`config.mk`:
```
export PLATFORM = sky130hd
export DESIGN_NAME = reg_file_ctrl_flat
export DESIGN_NICKNAME = d
export VERILOG_FILES = /design/src/rtl/reg_file_ctrl_if.sv /design/src/rtl/reg_file_ctrl.sv /design/src/flat_wrapper.sv
export SDC_FILE = /design/constraint.sdc
export NUM_CORES = 1
export LEC_CHECK = 0
export ABC_AREA = 1
export BUFFER_PORTS_ARGS = -buffer_cell sky130_fd_sc_hd__buf_2
export CAP_MARGIN = 40
export CORE_MARGIN = 2
export CORE_UTILIZATION = 50
export DETAILED_ROUTE_END_ITERATION = 8
export PLACE_DENSITY = 0.83
export SYNTH_ARGS = -nofsm -noshare
export SYNTH_HDL_FRONTEND = slang
export SYNTH_SLANG_ARGS = --single-unit
```
`constraint.sdc`:
```
create_clock -name CLK -period 1.6 [get_ports CLK]
set_input_delay 0.08 -clock CLK [delete_from_list [all_inputs] [get_ports CLK]]
set_output_delay 0.08 -clock CLK [all_outputs]
set_load 0.01 [all_outputs]
```
`src/rtl/reg_file_ctrl_if.sv`:
```
// Bus bundle between the command controller, the UART RX/TX byte paths and
// the 8x16 register file. Signal names follow the surrounding design.
//
// Handshake rules:
//   RX path  : a byte is taken on any rising CLK edge where RX_D_VLD=1. There
//              is no backpressure; a byte arriving in a busy state is lost.
//   TX path  : TX_D_VLD is the request. It stays high with TX_P_DATA frozen
//              until TX_BUSY is seen high (acceptance). The next byte is not
//              offered until TX_BUSY has been seen low again.
//   Reg file : WrEn writes WrData to Address on the same edge. RdEn is a
//              one-cycle request; RdData is valid from the following edge.
interface reg_file_ctrl_if #(
   parameter int DATA_WIDTH = 16,
   parameter int ADDR_WIDTH = 3,
   parameter int BYTE_WIDTH = 8
);
   logic [BYTE_WIDTH-1:0] RX_P_DATA;
   logic                  RX_D_VLD;
   logic [DATA_WIDTH-1:0] RdData;
   logic                  WrEn;
   logic                  RdEn;
   logic [ADDR_WIDTH-1:0] Address;
   logic [DATA_WIDTH-1:0] WrData;
   logic [BYTE_WIDTH-1:0] TX_P_DATA;
   logic                  TX_D_VLD;
   logic                  TX_BUSY;
   logic                  CMD_ERR;
   // Current controller state, for checkers and debug visibility.
   logic [3:0]            dbgState;

   modport master (
      input  RX_P_DATA, RX_D_VLD, RdData, TX_BUSY,
      output WrEn, RdEn, Address, WrData, TX_P_DATA, TX_D_VLD, CMD_ERR,
             dbgState
   );

   modport slave (
      output RX_P_DATA, RX_D_VLD, RdData, TX_BUSY,
      input  WrEn, RdEn, Address, WrData, TX_P_DATA, TX_D_VLD, CMD_ERR,
             dbgState
   );
endinterface

```
`src/rtl/reg_file_ctrl.sv`:
```
// Command-side master for the register file. Parses UART byte frames
//   write : WR_CMD, addr, data_lo, data_hi
//   read  : RD_CMD, addr  -> returns data_lo, data_hi on the TX path
// and issues one-cycle register-file write/read strobes. All outputs are
// registered; state is exported on bus.dbgState.
module reg_file_ctrl #(
   parameter int                   DATA_WIDTH = 16,
   parameter int                   ADDR_WIDTH = 3,
   parameter int                   BYTE_WIDTH = 8,
   parameter logic [BYTE_WIDTH-1:0] WR_CMD    = 8'hAA,
   parameter logic [BYTE_WIDTH-1:0] RD_CMD    = 8'hBB
) (
   input logic              CLK,
   input logic              RST,
   reg_file_ctrl_if.master  bus
);

   typedef enum logic [3:0] {
      IDLE    = 4'd0,
      WR_ADDR = 4'd1,
      WR_LO   = 4'd2,
      WR_HI   = 4'd3,
      WR_EXEC = 4'd4,
      RD_ADDR = 4'd5,
      RD_EXEC = 4'd6,
      RD_WAIT = 4'd7,
      TX_LO   = 4'd8,
      TX_HI   = 4'd9
   } ctrlState_t;

   ctrlState_t            state;
   logic                  wrEnReg;
   logic                  rdEnReg;
   logic [ADDR_WIDTH-1:0] addrReg;
   logic [DATA_WIDTH-1:0] wrDataReg;
   logic [DATA_WIDTH-1:0] rdBuf;
   logic [BYTE_WIDTH-1:0] txDataReg;
   logic                  txVldReg;
   logic                  cmdErrReg;

   logic                  rxVld;
   logic [BYTE_WIDTH-1:0] rxByte;
   logic                  txBusy;

   assign rxVld  = bus.RX_D_VLD;
   assign rxByte = bus.RX_P_DATA;
   assign txBusy = bus.TX_BUSY;

   // Frame parser, register-file strobes and two-byte TX handshake.
   // In TX_LO/TX_HI the TX_D_VLD register doubles as the handshake phase:
   // high = waiting for TX_BUSY=1 (acceptance), low = waiting for TX_BUSY=0.
   always_ff @(posedge CLK or negedge RST) begin
      if (!RST) begin
         state     <= IDLE;
         wrEnReg   <= 1'b0;
         rdEnReg   <= 1'b0;
         addrReg   <= '0;
         wrDataReg <= '0;
         rdBuf     <= '0;
         txDataReg <= '0;
         txVldReg  <= 1'b0;
         cmdErrReg <= 1'b0;
      end else begin
         // CMD_ERR is a single-cycle pulse unless re-armed below.
         cmdErrReg <= 1'b0;
         case (state)
            IDLE: begin
               if (rxVld) begin
                  if (rxByte == WR_CMD) begin
                     state <= WR_ADDR;
                  end else if (rxByte == RD_CMD) begin
                     state <= RD_ADDR;
                  end else begin
                     cmdErrReg <= 1'b1;
                  end
               end
            end

            WR_ADDR: begin
               if (rxVld) begin
                  // Upper address bits of the byte are ignored.
                  addrReg <= rxByte[ADDR_WIDTH-1:0];
                  state   <= WR_LO;
               end
            end

            WR_LO: begin
               // Payload bytes are data even if they match a command code.
               if (rxVld) begin
                  wrDataReg[BYTE_WIDTH-1:0] <= rxByte;
                  state                     <= WR_HI;
               end
            end

            WR_HI: begin
               if (rxVld) begin
                  wrDataReg[DATA_WIDTH-1:BYTE_WIDTH] <= rxByte;
                  wrEnReg                            <= 1'b1;
                  state                              <= WR_EXEC;
               end
            end

            WR_EXEC: begin
               // WrEn was high for exactly this cycle; RX bytes are dropped.
               wrEnReg <= 1'b0;
               state   <= IDLE;
            end

            RD_ADDR: begin
               if (rxVld) begin
                  addrReg <= rxByte[ADDR_WIDTH-1:0];
                  rdEnReg <= 1'b1;
                  state   <= RD_EXEC;
               end
            end

            RD_EXEC: begin
               rdEnReg <= 1'b0;
               state   <= RD_WAIT;
            end

            RD_WAIT: begin
               // Register file drives RdData one edge after RdEn. The low byte
               // is loaded straight into the TX register so it is presented
               // together with TX_D_VLD on entry to TX_LO.
               rdBuf     <= bus.RdData;
               txDataReg <= bus.RdData[BYTE_WIDTH-1:0];
               txVldReg  <= 1'b1;
               state     <= TX_LO;
            end

            TX_LO: begin
               if (txVldReg) begin
                  // Hold the low byte while the request is outstanding.
                  txDataReg <= rdBuf[BYTE_WIDTH-1:0];
                  if (txBusy) begin
                     txVldReg <= 1'b0;
                  end
               end else if (!txBusy) begin
                  txDataReg <= rdBuf[DATA_WIDTH-1:BYTE_WIDTH];
                  txVldReg  <= 1'b1;
                  state     <= TX_HI;
               end
            end

            TX_HI: begin
               if (txVldReg) begin
                  if (txBusy) begin
                     txVldReg <= 1'b0;
                  end
               end else if (!txBusy) begin
                  state <= IDLE;
               end
            end

            default: begin
               wrEnReg  <= 1'b0;
               rdEnReg  <= 1'b0;
               txVldReg <= 1'b0;
               state    <= IDLE;
            end
         endcase
      end
   end

   assign bus.WrEn      = wrEnReg;
   assign bus.RdEn      = rdEnReg;
   assign bus.Address   = addrReg;
   assign bus.WrData    = wrDataReg;
   assign bus.TX_P_DATA = txDataReg;
   assign bus.TX_D_VLD  = txVldReg;
   assign bus.CMD_ERR   = cmdErrReg;
   assign bus.dbgState  = state;

   // Write and read strobes are mutually exclusive.
   aStrobeExcl : assert property (@(posedge CLK) disable iff (!RST)
      !(bus.WrEn && bus.RdEn));

   // Each strobe lasts a single cycle.
   aWrEnPulse : assert property (@(posedge CLK) disable iff (!RST)
      bus.WrEn |=> !bus.WrEn);
   aRdEnPulse : assert property (@(posedge CLK) disable iff (!RST)
      bus.RdEn |=> !bus.RdEn);

   // The offered TX byte does not move while the request is held.
   aTxStable : assert property (@(posedge CLK) disable iff (!RST)
      (bus.TX_D_VLD && $past(bus.TX_D_VLD)) |-> $stable(bus.TX_P_DATA));

endmodule

```
`src/flat_wrapper.sv`:
```
// flat-port wrapper written by rule: the top's interface ports become plain ports
module reg_file_ctrl_flat 
#(
   parameter int                   DATA_WIDTH = 16,
   parameter int                   ADDR_WIDTH = 3,
   parameter int                   BYTE_WIDTH = 8,
   parameter logic [BYTE_WIDTH-1:0] WR_CMD    = 8'hAA,
   parameter logic [BYTE_WIDTH-1:0] RD_CMD    = 8'hBB
)
  (CLK, RST, bus_RX_P_DATA, bus_RX_D_VLD, bus_RdData, bus_TX_BUSY, bus_WrEn, bus_RdEn, bus_Address, bus_WrData, bus_TX_P_DATA, bus_TX_D_VLD, bus_CMD_ERR, bus_dbgState);
  reg_file_ctrl_if #(.DATA_WIDTH(DATA_WIDTH), .ADDR_WIDTH(ADDR_WIDTH), .BYTE_WIDTH(BYTE_WIDTH)) bus_i ();
  input logic CLK;
  input logic RST;
  input wire logic [$bits(bus_i.RX_P_DATA)-1:0] bus_RX_P_DATA;
  input wire logic [$bits(bus_i.RX_D_VLD)-1:0] bus_RX_D_VLD;
  input wire logic [$bits(bus_i.RdData)-1:0] bus_RdData;
  input wire logic [$bits(bus_i.TX_BUSY)-1:0] bus_TX_BUSY;
  output wire logic [$bits(bus_i.WrEn)-1:0] bus_WrEn;
  output wire logic [$bits(bus_i.RdEn)-1:0] bus_RdEn;
  output wire logic [$bits(bus_i.Address)-1:0] bus_Address;
  output wire logic [$bits(bus_i.WrData)-1:0] bus_WrData;
  output wire logic [$bits(bus_i.TX_P_DATA)-1:0] bus_TX_P_DATA;
  output wire logic [$bits(bus_i.TX_D_VLD)-1:0] bus_TX_D_VLD;
  output wire logic [$bits(bus_i.CMD_ERR)-1:0] bus_CMD_ERR;
  output wire logic [$bits(bus_i.dbgState)-1:0] bus_dbgState;
  assign bus_i.RX_P_DATA = bus_RX_P_DATA;
  assign bus_i.RX_D_VLD = bus_RX_D_VLD;
  assign bus_i.RdData = bus_RdData;
  assign bus_i.TX_BUSY = bus_TX_BUSY;
  assign bus_WrEn = bus_i.WrEn;
  assign bus_RdEn = bus_i.RdEn;
  assign bus_Address = bus_i.Address;
  assign bus_WrData = bus_i.WrData;
  assign bus_TX_P_DATA = bus_i.TX_P_DATA;
  assign bus_TX_D_VLD = bus_i.TX_D_VLD;
  assign bus_CMD_ERR = bus_i.CMD_ERR;
  assign bus_dbgState = bus_i.dbgState;
  reg_file_ctrl #(.DATA_WIDTH(DATA_WIDTH), .ADDR_WIDTH(ADDR_WIDTH), .BYTE_WIDTH(BYTE_WIDTH), .WR_CMD(WR_CMD), .RD_CMD(RD_CMD)) u_core (.CLK(CLK), .RST(RST), .bus(bus_i));
endmodule
```
# Yosys cells after proc, flatten, opt, wreduce, memory -nomap -nowiden
# Cells that the tools add are included.
# W data, S select, Z words.
[op_classes] n_eq_ne=22 mux=25 reduce_logical=13 bitwise_logic=2
[op_table] operator="$mux W4" n=11
[op_table] operator="$pmux W4 S9" n=1
[op_table] operator="$ne A2 B2 Y1 const B" n=9
[op_table] operator="$eq A4 B3 Y1 const B" n=4
[op_table] operator="$eq A8 B8 Y1 const B" n=2
[op_table] operator="$mux W8" n=2
[op_table] operator="$pmux W8 S2" n=1
[op_table] operator="$reduce_or A8 Y1" n=2
[op_table] operator="$reduce_and A2 Y1" n=6
[op_table] operator="$reduce_and A10 Y1" n=1
[op_table] operator="$eq A4 B2 Y1 const B" n=2
[op_table] operator="$eq A4 B4 Y1 const B" n=2
[op_table] operator="$mux W1" n=7
[op_table] operator="$reduce_or A7 Y1" n=1
[op_table] operator="$eq A4 B1 Y1 const B" n=1
[op_table] operator="$logic_not A4 Y1" n=1
[op_table] operator="$pmux W1 S2" n=2
[op_table] operator="$pmux W1 S4" n=1
[op_table] operator="$ne A3 B1 Y1 const B" n=1
[op_table] operator="$ne A3 B2 Y1 const B" n=1
[op_table] operator="$not A1 Y1" n=2
[op_table] operator="$reduce_bool A2 Y1" n=1
[op_table] operator="$reduce_or A2 Y1" n=1
[totals] out_inout_bits=35 reg_bits=51 inputBits=28 elab_cells=72

# Logic depth before layout (Yosys ltp)
# Gate-level depths: netlist (run 1).
[logic_depth] depth_word=5 depth_mapped=8 mapped_depth_nobuf=8

# Worst setup path before layout (run 1)
# Ideal clock, no wire load.
[synth_path] path_type="flip-flop to flip-flop" startpoint="reg u_core.state[0], in the netlist u_core.bus.dbgState[0]" endpoint="reg u_core.rdBuf[14]" n_path_buf=1 period_less_slack_ps=1373 arrival_ps=1248 t_required_ps=1475 stages_incl_launch_ff=6 setup_slack_ps=227 setup_ps=125 path_cell_list="dfrtp_1 -> nand2_1 -> inv_2 -> nand2_4 -> buf_6 -> mux2_4"
[synth_between] elab_chain_len=1
[synth_lines] item="start, declared" line_no="reg_file_ctrl.sv:31" rtl="ctrlState_t state;"
[synth_lines] item="start signal, assigned" line_no="reg_file_ctrl.sv:54" rtl="state <= IDLE;"
[synth_lines] item="start signal, assigned" line_no="reg_file_ctrl.sv:70" rtl="state <= WR_ADDR;"
[synth_lines] item="start signal, assigned" line_no="reg_file_ctrl.sv:72" rtl="state <= RD_ADDR;"
[synth_lines] item="$eq A4 B3 Y1" line_no="reg_file_ctrl.sv:66" rtl="case (state)"
[synth_lines] item="end signal, assigned" line_no="reg_file_ctrl.sv:126" rtl="rdBuf <= bus.RdData;"
[synth_lines] item="end, declared" line_no="reg_file_ctrl.sv:36" rtl="logic [DATA_WIDTH-1:0] rdBuf;"
# Every way passes these cells.
# A chain may end at the register's enable or synchronous reset.

# Final worst setup path (run 1)
[layout_path] startpoint="reg u_core.state[3], in the netlist u_core.bus.dbgState[3]" endpoint="reg u_core.wrDataReg[11], in the netlist u_core.bus.WrData[11]"
[layout_between] elab_chain_len=2
[layout_lines] item="$eq A4 B2 Y1" line_no="reg_file_ctrl.sv:66"
[layout_lines] item="$reduce_and A2 Y1 (no source line)"
[layout_lines] item="end signal, assigned by index" line_no="reg_file_ctrl.sv:90" rtl="wrDataReg[BYTE_WIDTH-1:0] <= rxByte;"
[layout_lines] item="end signal, assigned by index" line_no="reg_file_ctrl.sv:97" rtl="wrDataReg[DATA_WIDTH-1:BYTE_WIDTH] <= rxByte;"
[layout_lines] item="end, declared" line_no="reg_file_ctrl.sv:35" rtl="logic [DATA_WIDTH-1:0] wrDataReg;"
# Every way passes these cells.

==> Flow_metrics.wiki, run 1 <==
{| class="wikitable"
! Metric !! Value
|-
| RSZ-0062 raised after global routing || no
|-
| Number of buffer and inverter instances along the worst setup path || 1
|-
| Power Density || about 1800 nW/um^2
|-
| Proportion of netlist area held by the largest area contributor || 54.96%
|-
| Least-Margin Pin Slew || 0.5210 ns
|-
| Critical path fanouts, max || 17
|-
| CTS H-tree depth || 2
|-
| Setup TNS after final layout || 0 ns
|-
| Worst slew margin relative to its limit || 65.27%
|-
| Sum of overflow across all layers after global routing || 0
|-
| Via Count || between 2,000 and 2,500
|-
| Post-route total power || 5300 uW
|-
| Area growth from synthesis to layout || 26.62%
|-
| Data arrival time at the worst-slack endpoint || approximately 1.6 ns
|-
| Fraction of layout cells with a size suffix above 1 || 26.87%
|-
| # Max-Cap Violations || 0
|-
| Crit-path most repeated cell || nor2_1
|-
| Number of clock buffers inserted by TritonCTS || 5
|-
| Instance count of the mapped netlist || 282
|-
| Standby leakage power || approximately 0.0016 uW
|-
| Worst-case reg-to-reg path depth || 6
|-
| Vertical die dimension || 72.15 microns
|-
| RePlAce Congestion || 0.8930
|-
| Die width || 72.15 microns
|-
| Stage delay of the slowest cell on the critical path || 0.50 ns
|-
| Count of pins over their slew limit || 0
|-
| Filler cell count in the final layout || 381
|-
| Number of iterations in the first detailed-routing pass || 4
|-
| Fin crit share || 89.44%
|-
| Max Clock Skew || 0.01209 ns
|-
| Vias/cell || 4.978
|-
| EDFF count, synth || 0
|-
| Sequential element share of the synthesized area || 54.96%
|-
| Antenna cell count || 0
|-
| Net count, final || 388
|-
| Number of distinct library cell variants in the gate-level netlist after synthesis || 21
|-
| Pre-CTS setup slack || 0.1705 ns
|-
| Total of endpoints with negative setup slack in the final report || 0
|-
| Count of antenna-violating nets left after detailed routing || 0
|-
| Hold-critical path endpoint || u_core.rdBuf[13]
|-
| VDD IR-drop max || 0.7598 mV
|-
| Most numerous cell in the Yosys netlist || nand2_1
|-
| TritonCTS clock tree || built
|-
| CP max-delay cell || dfrtp_1
|-
| Number of DRC violations after detailed routing || 0
|-
| Skew-Pair Late Insertion Delay || 0.31 ns
|-
| Top_reg_cell synth || dfrtp_1
|-
| Dominant delay contributor by cell family on the critical path || simple AND/OR/NAND/NOR gates
|-
| Total Die Area || 5206 sq um
|-
| Vias in the first global route || 1,942
|-
| Top-level I/O count || 63
|-
| Async set or reset register ratio after synthesis || 100.0%
|-
| Largest net degree at the start of global routing || 31
|-
| Register-to-register path setup slack || ~0.17 ns
|-
| Area leader, netlist || dfrtp_1
|-
| Count of endpoints failing hold in the final timing report || 0
|-
| Worst hold start || bus_RdData[13]
|-
| Max Root-Sink Buffers || 2
|-
| Origin of the critical flop-to-flop path || u_core.bus.dbgState[3]
|-
| Routed wire length || 5.118 mm
|-
| Number of port buffers || 62
|-
| Cell types with the largest area share after synthesis || dfrtp_1, nand2_1, o21ai_0
|-
| Chain of cells forming the critical path || nor2_1, inv_1, nor2_1, nand2_4, nand2_1, o21ai_0
|-
| Run status || complete, no violations
|-
| Warnings, synthesis || 0
|-
| Detailed Place HPWL || approximately 3.7 mm
|-
| Global Route Usage Sum || 21.49%
|-
| Most frequent cells after synthesis || nand2_1, dfrtp_1, o21ai_0, inv_1, nor2_1
|-
| Capturing element type of the critical path || flip-flop
|-
| Final Critical Period || around 1.4 ns
|-
| Hold Path Cell Cnt || 2
|-
| Number of flip-flops and latches in the synthesized netlist || between 50 and 60
|-
| Clock root buffer || clkbuf_8
|-
| Kind of path behind the tightest hold check || in -> reg
|-
| Sink Count || 51
|-
| WS Path Type || reg -> reg
|-
| Critical Path Source Type || flip-flop
|-
| Starting DRC count in detailed routing || 153
|-
| Num rows || 24
|-
| Synthesized netlist net count || slightly above 300
|-
| Clk pin slew, worst setup/hold paths || 0.10 ns
|-
| Routed len/inst || 12.39 microns
|-
| Fin worst setup slack || 0.1690 ns
|-
| Wire length of the first global-routing pass || 8.756 mm
|-
| Floorplan core area || 4414 sq um
|-
| Initial antenna violation count || 0
|-
| Data required time at the worst endpoint || approximately 1.8 ns
|-
| Starting density of the core || 52.61%
|-
| Reg-to-reg critical path endpoint || u_core.bus.WrData[11]
|-
| Average cell area after synthesis || ~8 sq um
|-
| Highest clock frequency the design can meet || 698.8 MHz
|-
| Total setup buffers inserted after CTS || 0
|-
| Summed instance area of the synthesized netlist || approximately 2300 sq um
|}
==> power breakdown <==
part | switching, uW | total (uW) | internal [uW]
logic | 1220 | 2120 | 903
clock network | 452 | 924 | 471
registers | 367 | 2250 | 1890
==> state kept, by name (all words and copies together), names as in the netlist <==
signal                flops
u_core.rdBuf             16
u_core.bus.dbgState       4
u_core.bus.TX_D_VLD       1
u_core.bus.WrData        16
u_core.bus.CMD_ERR        1
u_core.bus.TX_P_DATA      8
u_core.bus.RdEn           1
u_core.bus.WrEn           1
u_core.bus.Address        3
==> logic make-up (layout without fill, tap and decap cells) <==
logic type,after synthesis,after routing,share of synthesized area (%)
simple gates,143,143,24.84
flops,51,51,54.96
compound gates,46,46,10.24
buf+inv,35,114,6.412
mux,7,7,3.556
==> metrics by stage <==
step	util [%]	cells	instance area, sq um	hold slack (ns)
finish	66.61	413	2940	0.002981
detailed placement	62.30	399	2750	0.08827
global route	66.61	413	2940	0.009609
floorplan	-	282	2322	-0.2156
global placement	62.30	399	2750	0.08414
CTS	66.27	413	2925	0.0002567
==> worst register-to-register path, delay by kind of cell, from the launching register on <==
kind | cells | cell delay, ns
buffers and inverters | 1 | 0.08
AOI/OAI and AO/OA | 1 | 0.08
and+or+nand+nor | 4 | 0.68
DFF | 1 | 0.50
==> repair_timing <==
action | 4_1_cts | 5_1_grt
gates resized for setup | 0 | 4
hold endpoints to repair | 26 | 0
setup endpoints to repair | 0 | 7
hold buffers | 6 | 0
==> cell type report <==
class	count	area (sq um)	share of cell area (%)
Timing Repair Buffer	77	462.9	15.74
Sequential cell	51	1276	43.40
Multi-Input combinational cell	196	912.1	31.02
Inverter	29	108.9	3.702
Tap cell	52	65.06	2.213
Clock inverter	3	46.29	1.574
Clock buffer	5	68.82	2.340
==> placed cells by master (no fill, tap or decap), types with 3 or more instances in the layout <==
cell,instances
buf_2,62
mux2_2,6
dlygate4sd3_1,6
inv_2,3
o21ai_0,41
buf_4,7
dfrtp_1,51
a21oi_1,3
inv_1,25
nand2_1,112
nor2_1,16
nand3_1,8
clkbuf_8,5
==> worst max path at each step <==
stage / from / cells after the start / to
floorplan: u_core.bus.dbgState[0] / 5 / u_core.rdBuf[14]
global placement: u_core.bus.dbgState[3] / 6 / u_core.bus.dbgState[3]
detailed placement: u_core.bus.dbgState[3] / 7 / u_core.bus.TX_P_DATA[2]
CTS: u_core.bus.dbgState[3] / 7 / u_core.bus.TX_P_DATA[2]
global route: u_core.bus.dbgState[1] / 8 / u_core.bus.TX_P_DATA[6]
finish: u_core.bus.dbgState[3] / 6 / u_core.bus.WrData[11]
==> routing by layer <==
metal | track usage (%) | vias to the layer above | wire length (microns)
li1 | - | 1046 | -
met3 | 6.250 | 8 | 408
met5 | 0 | - | 0
met4 | 6.080 | 0 | 63
met2 | 35.07 | 80 | 2305
met1 | 28.06 | 922 | 2340
No activity file was read; power rests on OpenSTA's default activity.
==> run 2, diff against run 1 <==
REMOVE_ABC_BUFFERS = 1   (was not set)
==> run 2 against run 1 <==
Compared with the run above: register-to-register slack got worse by 0.04 ns; via count decreased by 0.44%; core utilization decreased by 1.1 points; non-clock buffer count decreased by 1; critical path type unchanged; critical endpoint is now u_core.rdBuf[14].
==> Flow_metrics.wiki, run 2 (synthesis gave the netlist of run 1 again) <==
{| class="wikitable"
! Metric !! Value
|-
| Hold slack || between 0.01 and 0.015 ns
|-
| Setup TNS after final layout || 0 ns
|-
| # Max-Cap Violations || 0
|-
| Starting DRC count in detailed routing || 130
|-
| Max Clock Skew || 0.009005 ns
|-
| Critical path fanouts, max || 18
|-
| Sink Count || 51
|-
| Data arrival time at the worst-slack endpoint || 1.66 ns
|-
| Starting density of the core || approximately 53%
|-
| Number of DRC violations after detailed routing || 0
|-
| Largest net degree at the start of global routing || 52
|-
| Final Critical Period || 1.470 ns
|-
| Routed metal-1 wirelength || 2.123 mm
|-
| Floorplan core area || 4414 sq um
|-
| Global Route Usage Sum || between 20% and 30%
|-
| Highest clock frequency the design can meet || approximately 680 MHz
|-
| Stage delay of the slowest cell on the critical path || 0.40 ns
|-
| Num rows || 24
|-
| Top-level I/O count || 63
|-
| Vertical die dimension || 72.15 microns
|-
| Worst-case reg-to-reg path depth || 5
|-
| CP endpoint || u_core.rdBuf[14]
|-
| Count of pins over their slew limit || 0
|-
| Final std cells w/o fill || 412
|-
| Post-route total power || 5115 uW
|-
| Count of antenna-violating nets left after detailed routing || 0
|-
| Capturing element type of the critical path || flip-flop
|-
| Count of endpoints failing hold in the final timing report || 0
|-
| Die width || 72.15 microns
|-
| Met2 WL post-DR || 2.789 mm
|-
| Chain of cells forming the critical path || inv_1, nor2_2, nand2_4, buf_12, mux2_4
|-
| Antenna cell count || 0
|-
| Reg-to-reg critical path endpoint || u_core.rdBuf[14]
|-
| Fraction of layout cells with a size suffix above 1 || 27.22%
|-
| Total Die Area || 5206 sq um
|-
| Commonest cells after routing, fill and taps aside || nand2_1, buf_2, dfrtp_1
|-
| RSZ-0062 raised after global routing || yes
|-
| Routed wire length || 5.136 mm
|-
| Length of routed met3 wiring || 196 microns
|-
| Sum of overflow across all layers after global routing || 0
|-
| Kind of path behind the tightest hold check || in -> reg
|-
| Via Count || approximately 2,000
|-
| Power Density || 1768 nW/um^2
|-
| Most frequent standard cell in the layout excluding fill and tap cells || nand2_1
|-
| Total of endpoints with negative setup slack in the final report || 0
|-
| Worst slew margin relative to its limit || between 50 and 60%
|-
| Number of iterations in the first detailed-routing pass || 4
|-
| CP max-delay cell || dfrtp_1
|-
| Vias in the first global route || 2,010
|-
| Number of port buffers || 62
|-
| Area growth from synthesis to layout || 24.57%
|-
| Vias/cell || 4.968
|-
| VDD IR-drop max || between 0.8 and 0.9 mV
|-
| Run status || complete, no violations
|-
| Initial antenna violation count || 0
|-
| Standby leakage power || 0.001622 uW
|-
| Least-Margin Pin Slew || roughly 0.64 ns
|-
| Wire length of the first global-routing pass || 8.742 mm
|-
| Fin crit share || 91.89%
|-
| CTS H-tree depth || 2
|-
| Number of buffer and inverter instances along the worst setup path || 2
|-
| Origin of the critical flop-to-flop path || u_core.bus.dbgState[2]
|-
| WS Path Type || reg -> reg
|-
| Data required time at the worst endpoint || approximately 1.8 ns
|-
| Levels on crit path || 5
|-
| Skew-Pair Late Insertion Delay || 0.30 ns
|-
| Routed len/inst || around 12 microns
|-
| Detailed Place HPWL || 3.828 mm
|-
| Dominant delay contributor by cell family on the critical path || flip-flops
|-
| Net count, final || 387
|-
| Core utilization of the finished layout || 65.53%
|-
| Clk pin slew, worst setup/hold paths || 0.10 ns
|-
| Critical Path Source Type || flip-flop
|-
| Total placed cells including tap cells || a little under 400
|-
| Worst setup path startpoint || u_core.bus.dbgState[2]
|-
| Clock root buffer || clkbuf_8
|-
| Max Root-Sink Buffers || 2
|-
| TritonCTS clock tree || built
|-
| Highest routed metal layer || met4
|-
| Register-to-register path setup slack || 0.13 ns
|-
| RePlAce Congestion || about 0.95
|-
| Number of clock buffers inserted by TritonCTS || 5
|}
-- run 2: changes by cell type in the layout (fill, tap and decap cells not counted), moves of 2 or more --
cell     before  now
nor2_1       16   14
nor2_2        0    3
o21ai_0      41   39
o21ai_1       0    2
-- run 2: stage by stage --
stage                     worst slack (ns)  cell area [sq um]
after floorplan                     0.1410               2282
after detailed placement           0.09695               2730
after global routing             -0.009664               2893
after global placement             0.09710               2730
final                               0.1297               2893
after CTS                          0.06904               2851
-- run 2: timing repair --
item / CTS / global route
hold buffers: 3 / 3
gates resized for setup: 0 / 7
endpoints found under the setup margin: 0 / 14
setup buffers: 0 / 0
hold endpoints to repair: 53 / 3
-- run 2: cell type report --
| type | count | area [sq um] |
|---|---|---|
| fillers | 370 | 1521 |
| flip-flops and latches | 51 | 1277 |
| multi-input cells | 196 | 907.1 |
| repair buffers | 76 | 442.9 |
| inverters | 29 | 108.9 |
| clock buffers | 5 | 68.82 |
| well taps | 52 | 65.06 |
| clock inverters | 3 | 22.52 |
-- run 2: layer usage --
| layer | track usage [%] | vias up |
|---|---|---|
| met5 | 0 | - |
| met4 | 5.451 | 0 |
| met3 | 4.444 | 2 |
| li1 | - | 1036 |
| met2 | 38.43 | 42 |
| met1 | 26.27 | 967 |
-- run 2: power by group --
part | switching (uW) | internal (uW) | total, uW
clock | 437 | 317 | 754
combinational | 1250 | 865 | 2110
sequential | 361 | 1890 | 2250
-- run 2: worst min path at each step --
stage / from / endpoint / slack [ns] / cells after the start
after global placement: RST / u_core.bus.WrData[13] / 0.22 / 2
final: bus_RdData[10] / u_core.rdBuf[10] / 0.01 / 2
after global routing: bus_RdData[12] / u_core.rdBuf[12] / 0.0008 / 2
after CTS: bus_RdData[11] / u_core.rdBuf[11] / 0.001 / 2
after detailed placement: RST / u_core.bus.WrData[12] / 0.23 / 2
after floorplan: RST / u_core.bus.Address[0] / -0.22 / 0
